**config.mk**
```make
export PLATFORM = sky130hd
export DESIGN_NAME = pid
export DESIGN_NICKNAME = d
export VERILOG_FILES = /design/src/rtl/pid_pkg.sv /design/src/rtl/pid_mul.sv /design/src/rtl/pid.sv
export SDC_FILE = /design/constraint.sdc
export NUM_CORES = 1
export LEC_CHECK = 0
export BUFFER_PORTS_ARGS = -buffer_cell sky130_fd_sc_hd__clkbuf_2
export CORE_ASPECT_RATIO = 0.5
export CORE_UTILIZATION = 36
export DETAILED_ROUTE_END_ITERATION = 8
export GPL_TIMING_DRIVEN = 0
export SLEW_MARGIN = 0
export SYNTH_ARGS = -nofsm -noshare
export SYNTH_HDL_FRONTEND = slang
export SYNTH_HIERARCHICAL = 1
export SYNTH_SLANG_ARGS = --single-unit
```
**constraint.sdc**
```tcl
create_clock -name clk -period 8 [get_ports clk]
set_clock_uncertainty 0.2 [all_clocks]
set_input_delay 0 -clock clk [delete_from_list [all_inputs] [get_ports clk]]
set_output_delay 0 -clock clk [all_outputs]
set_load 0.05 [all_outputs]
```
**src/rtl/pid_pkg.sv**
```systemverilog
// Shared types and width helpers for the pid controller.
// All widths are derived from the BITS parameter of the instantiating module.
package pid_pkg;

    typedef enum logic [2:0] {
        IDLE,
        ERR,
        PTERM,
        ITERM,
        DTERM,
        SUM
    } state_e;

    // Error e = sp - pv needs one extra bit for the sign.
    function automatic int err_w(input int bits);
        return bits + 1;
    endfunction

    function automatic int int_w(input int bits);
        return 2 * bits + 2;
    endfunction

    function automatic int sum_w(input int bits);
        return 2 * bits + 4;
    endfunction

    // Integrator magnitude limit: 2^(2*BITS) - 1.
    function automatic longint int_lim(input int bits);
        return (longint'(1) << (2 * bits)) - 1;
    endfunction

endpackage

```
**src/rtl/pid_mul.sv**
```systemverilog
// Combinational signed multiplier shared by the P, I and D steps.
module pid_mul #(
    parameter int AW = 6,
    parameter int BW = 5
) (
    input  logic signed [AW-1:0]    a_i,
    input  logic signed [BW-1:0]    b_i,
    output logic signed [AW+BW-1:0] p_o
);

    always_comb p_o = a_i * b_i;

endmodule

```
**src/rtl/pid.sv**
```systemverilog
// Sequential PID controller: one multiply per state, result clamped to BITS bits.
// Optional derivative term enabled by defining PID_DTERM_EN.
module pid
    import pid_pkg::*;
#(
    parameter int BITS = 4
) (
    input  logic            clk,
    input  logic            reset,
    input  logic            pv_stb,
    input  logic [BITS-1:0] sp,
    input  logic [BITS-1:0] pv,
    input  logic [BITS-1:0] kp,
    input  logic [BITS-1:0] ki,
    input  logic [BITS-1:0] kd,
    output logic [BITS-1:0] stimulus
);

    localparam int EW = err_w(BITS);
    localparam int DW = EW + 1;
    localparam int PW = DW + EW;
    localparam int IW = int_w(BITS);
    localparam int SW = sum_w(BITS);
    localparam logic signed [IW-1:0] ILIM = IW'(int_lim(BITS));
    localparam logic signed [IW:0]   ILIM_X = (IW+1)'(ILIM);
    localparam logic signed [SW-1:0] SMAX = SW'((1 << BITS) - 1);

    state_e state_q, state_d;

    logic [BITS-1:0] sp_q, pv_q, kp_q, ki_q;
    logic signed [EW-1:0] e_q, e_d;
    logic signed [PW-1:0] p_q, p_d;
    logic signed [IW-1:0] i_q, i_d;
    logic signed [IW:0]   i_sum;
    logic signed [SW-1:0] s_sum;
    logic [BITS-1:0]      stim_q, stim_d;

    logic signed [DW-1:0] mul_a;
    logic signed [EW-1:0] mul_b;
    logic signed [PW-1:0] mul_p;

`ifdef PID_DTERM_EN
    logic [BITS-1:0]      kd_q;
    logic signed [EW-1:0] eprev_q, eprev_d;
    logic signed [PW-1:0] d_q, d_d;
`else
    logic kd_unused;
    assign kd_unused = ^kd;
`endif

    pid_mul #(
        .AW(DW),
        .BW(EW)
    ) u_mul (
        .a_i(mul_a),
        .b_i(mul_b),
        .p_o(mul_p)
    );

    always_ff @(posedge clk or negedge reset) begin
        if (!reset) state_q <= IDLE;
        else        state_q <= state_d;
    end

    always_comb begin
        state_d = state_q;
        case (state_q)
            IDLE:    if (pv_stb) state_d = ERR;
            ERR:     state_d = PTERM;
            PTERM:   state_d = ITERM;
            ITERM:   state_d = DTERM;
            DTERM:   state_d = SUM;
            SUM:     state_d = IDLE;
            default: state_d = IDLE;
        endcase
    end

    // Multiplier operand select; gains are zero-extended so they stay non-negative.
    always_comb begin
        mul_a = DW'(e_q);
        mul_b = '0;
        case (state_q)
            PTERM: mul_b = {1'b0, kp_q};
            ITERM: mul_b = {1'b0, ki_q};
`ifdef PID_DTERM_EN
            DTERM: begin
                mul_a = DW'(e_q) - DW'(eprev_q);
                mul_b = {1'b0, kd_q};
            end
`endif
            default: ;
        endcase
    end

    always_comb begin
        e_d    = e_q;
        p_d    = p_q;
        i_d    = i_q;
        stim_d = stim_q;
`ifdef PID_DTERM_EN
        d_d     = d_q;
        eprev_d = eprev_q;
        s_sum   = SW'(p_q) + SW'(i_q) + SW'(d_q);
`else
        s_sum   = SW'(p_q) + SW'(i_q);
`endif
        i_sum = (IW+1)'(i_q) + (IW+1)'(mul_p);
        case (state_q)
            ERR:   e_d = $signed({1'b0, sp_q}) - $signed({1'b0, pv_q});
            PTERM: p_d = mul_p;
            ITERM: begin
                if (i_sum > ILIM_X)       i_d = ILIM;
                else if (i_sum < -ILIM_X) i_d = -ILIM;
                else                      i_d = IW'(i_sum);
            end
`ifdef PID_DTERM_EN
            DTERM: begin
                d_d     = mul_p;
                eprev_d = e_q;
            end
`endif
            SUM: begin
                if (s_sum < 0)         stim_d = '0;
                else if (s_sum > SMAX) stim_d = '1;
                else                   stim_d = s_sum[BITS-1:0];
            end
            default: ;
        endcase
    end

    always_ff @(posedge clk or negedge reset) begin
        if (!reset) begin
            sp_q   <= '0;
            pv_q   <= '0;
            kp_q   <= '0;
            ki_q   <= '0;
            e_q    <= '0;
            p_q    <= '0;
            i_q    <= '0;
            stim_q <= '0;
`ifdef PID_DTERM_EN
            kd_q    <= '0;
            d_q     <= '0;
            eprev_q <= '0;
`endif
        end else begin
            if (state_q == IDLE && pv_stb) begin
                sp_q <= sp;
                pv_q <= pv;
                kp_q <= kp;
                ki_q <= ki;
`ifdef PID_DTERM_EN
                kd_q <= kd;
`endif
            end
            e_q    <= e_d;
            p_q    <= p_d;
            i_q    <= i_d;
            stim_q <= stim_d;
`ifdef PID_DTERM_EN
            d_q     <= d_d;
            eprev_q <= eprev_d;
`endif
        end
    end

    assign stimulus = stim_q;

endmodule

```
==> metrics.txt <==
status=finished, final reports clean; drt first pass iters=4; Die X=159 um; GR Util met1=19.2%; asr flop ratio synth=100%; Cell Area, Synth=~0.0044 sq mm; met2 usage=22.6%; Crit. End Element=register; Final Setup Violations=0; drt drc=0; nets@finish=~590; Max Transition Viols Final=0; CP Launch Type=register; Post-CTS Resized=0; row cnt=28; clock buffer count from CTS=5; CTS tree=done; via/cell ratio=between 4 and 5; Die Y=80.5 um; via count=3200; min-delay worst type=input pin to asynchronous set/reset pin; global route total overflow=0; kind of critical path=register to register; RSZ-0062 raised after global routing=no; setup TNS=0 ps; ANT nets after route=0; Initial Utilization=37.2%; Ports=27; GP Congestion=0.867; final hold viol count=0; share of post-route cells with drive strength above 1=roughly 17%; PortBufs=22; antenna violations before repair=0; synth warn=6; worst r2r path cells=23; Max Cap Violations=0; DIE AREA=0.0128 sq mm; 1st-iter DRT viols=76; Wirelength per Cell=around 13 um; top_reg_cell synth=dfrtp_1; fin crit period=between 6000 and 7000 ps; worst-skew pair later-pin latency=300 ps; DP Wirelength=6970 um; CTS sink count=49; crit-path max FO=10; Post-synth EDFFs=0; Critical Path AT=roughly 6600 ps; gr usage total=14.0%; root buf cell=clkbuf_16; worst slew pin tran=about 850 ps; Max Fclk=151 MHz; post-synth cell types=slightly below 70; n_diodes=0; CTS Hold Buffers Added=18; GR Util met3=2.69%; Area Overhead vs Synth=15.2%; final WL=8570 um; number of global-route vias before repair=3054; most used routing layer=met2; Min Hold Slack=51.4 ps; # fillers=1214; FF+latch count, synth=49; H-Tree Level Count=2; core area=0.0119 sq mm; Mean Syn Cell Area=roughly 10 sq um; required time of the critical path=about 8000 ps; CTS clk-pin slew, worst paths=about 70 ps; first-pass GRT wire length=roughly 14000 um; gate count of the mapped netlist=450; Setup Fix Bufs, Post-CTS=0; relative slew slack=42.8%; largest net degree at the start of global routing=50; post-route clock period utilization=82.9%; maximum root-to-sink buffer count=2; sequential area share after synthesis=27.6%
Yosys cell counts, types with 7 or more instances:
master / n / area [sq um]
mux2_2: 22 / 248
and2_1: 21 / 131
fa_1: 23 / 460
nor2_1: 25 / 93.8
nand2_1: 32 / 120
a21o_1: 7 / 52.6
o21ai_0: 16 / 80.1
ha_1: 42 / 526
xor2_1: 10 / 87.6
inv_1: 50 / 188
a21oi_1: 20 / 100
dfrtp_1: 49 / 1230
xnor2_1: 16 / 140
cell type report:
type	instances	area (sq um)	share of cell area, %
multi-input cells	341	2940	57.4
flip-flops and latches	49	1230	24.0
repair buffers	41	318	6.22
well taps	165	206	4.04
inverters	50	188	3.67
clock buffers	5	125	2.45
plain buffers	11	90.1	1.76
clock inverters	3	21.3	0.416
cells by family (layout without fill, tap and decap cells):
logic type | after synthesis | after routing | share of synthesized area [%]
flip-flops | 49 | 49 | 27.6
other | 1 | 2 | 0.0845
AO/OA/AOI/OAI | 101 | 101 | 16.6
AND/OR/NAND/NOR | 121 | 121 | 15.5
adder cells (fa/ha/maj) | 65 | 65 | 22.2
buffers and inverters | 61 | 110 | 6.26
XOR/XNOR | 26 | 26 | 5.13
multiplexers | 26 | 26 | 6.57
critical path: stages (launching register included):
cell	delay, ps
dfrtp_1	390
clkbuf_8	160
nor3b_2	500
clkbuf_1	500
a22o_1	320
and2_1	170
fa_1	440
fa_1	550
inv_1	50
fa_1	520
inv_1	40
ha_1	330
nor2b_1	150
o21ai_1	70
nand2b_1	140
a21oi_1	80
nand4b_1	260
ha_1	390
nor3_1	200
nor2_1	60
mux2i_1	360
o21ai_2	200
o32a_1	360
o31a_1	100
cell usage in the layout, fill, tap and decap left out, types with 4 or more instances in the layout:
cell            n
clkbuf_2       21
inv_1          50
a21oi_2         5
a31oi_1         4
a21o_1          7
ha_1           42
fa_1           23
xor2_1         10
xnor2_1        16
o21ai_0        16
dfrtp_1        49
nor3_1          5
a211oi_1        4
nor2b_1         4
a21oi_1        20
clkbuf_1        4
mux2_2         22
nor2_1         25
dlygate4sd3_1  18
nand2b_1        5
clkbuf_16       5
a22o_1          5
and2_1         21
o31ai_1         6
nand3_1         4
o21a_1          6
nand2_1        32
path summary, 6_finish.rpt:
| path | start | end | slack (ps) |
|---|---|---|---|
| worst max-delay path | state_q[2] | i_q[0] | 1370 |
| worst min-delay path | reset | p_q[0] | 50 |
| worst max register to register | state_q[2] | i_q[0] | 1370 |
| worst min register to register | stimulus[3] | stimulus[3] | 280 |
| max in group asynchronous | reset | pv_q[1] | 6990 |
| min in group clk | sp[1] | sp_q[1] | 250 |
per-stage QoR:
stage / utilization [%] / instance area (sq um) / worst slack (ps) / cells
finish: 42.9 / 5110 / 1370 / 665
global route: 42.9 / 5110 / 829 / 665
CTS: 42.7 / 5080 / 1270 / 664
detailed placement: 39.9 / 4760 / 1300 / 638
global placement: 39.9 / 4760 / 1350 / 638
floorplan: - / 4440 / 2180 / 451
flip-flops by register name, summed over array words and instances, names as in the netlist:
name	count
p_q	11
stimulus	4
ki_q	4
i_q	10
sp_q	4
state_q	3
pv_q	4
kp_q	4
e_q	5
metal layers:
| layer | part of all wire, % | wire, um |
|---|---|---|
| met1 | 53 | 4540 |
| met2 | 44 | 3740 |
| met3 | 2.4 | 205 |
| met4 | 0.96 | 82 |
| met5 | 0 | 0 |
Power is not shown: default switching activity piles up to over one toggle a cycle in this logic, so the estimate is an artifact.
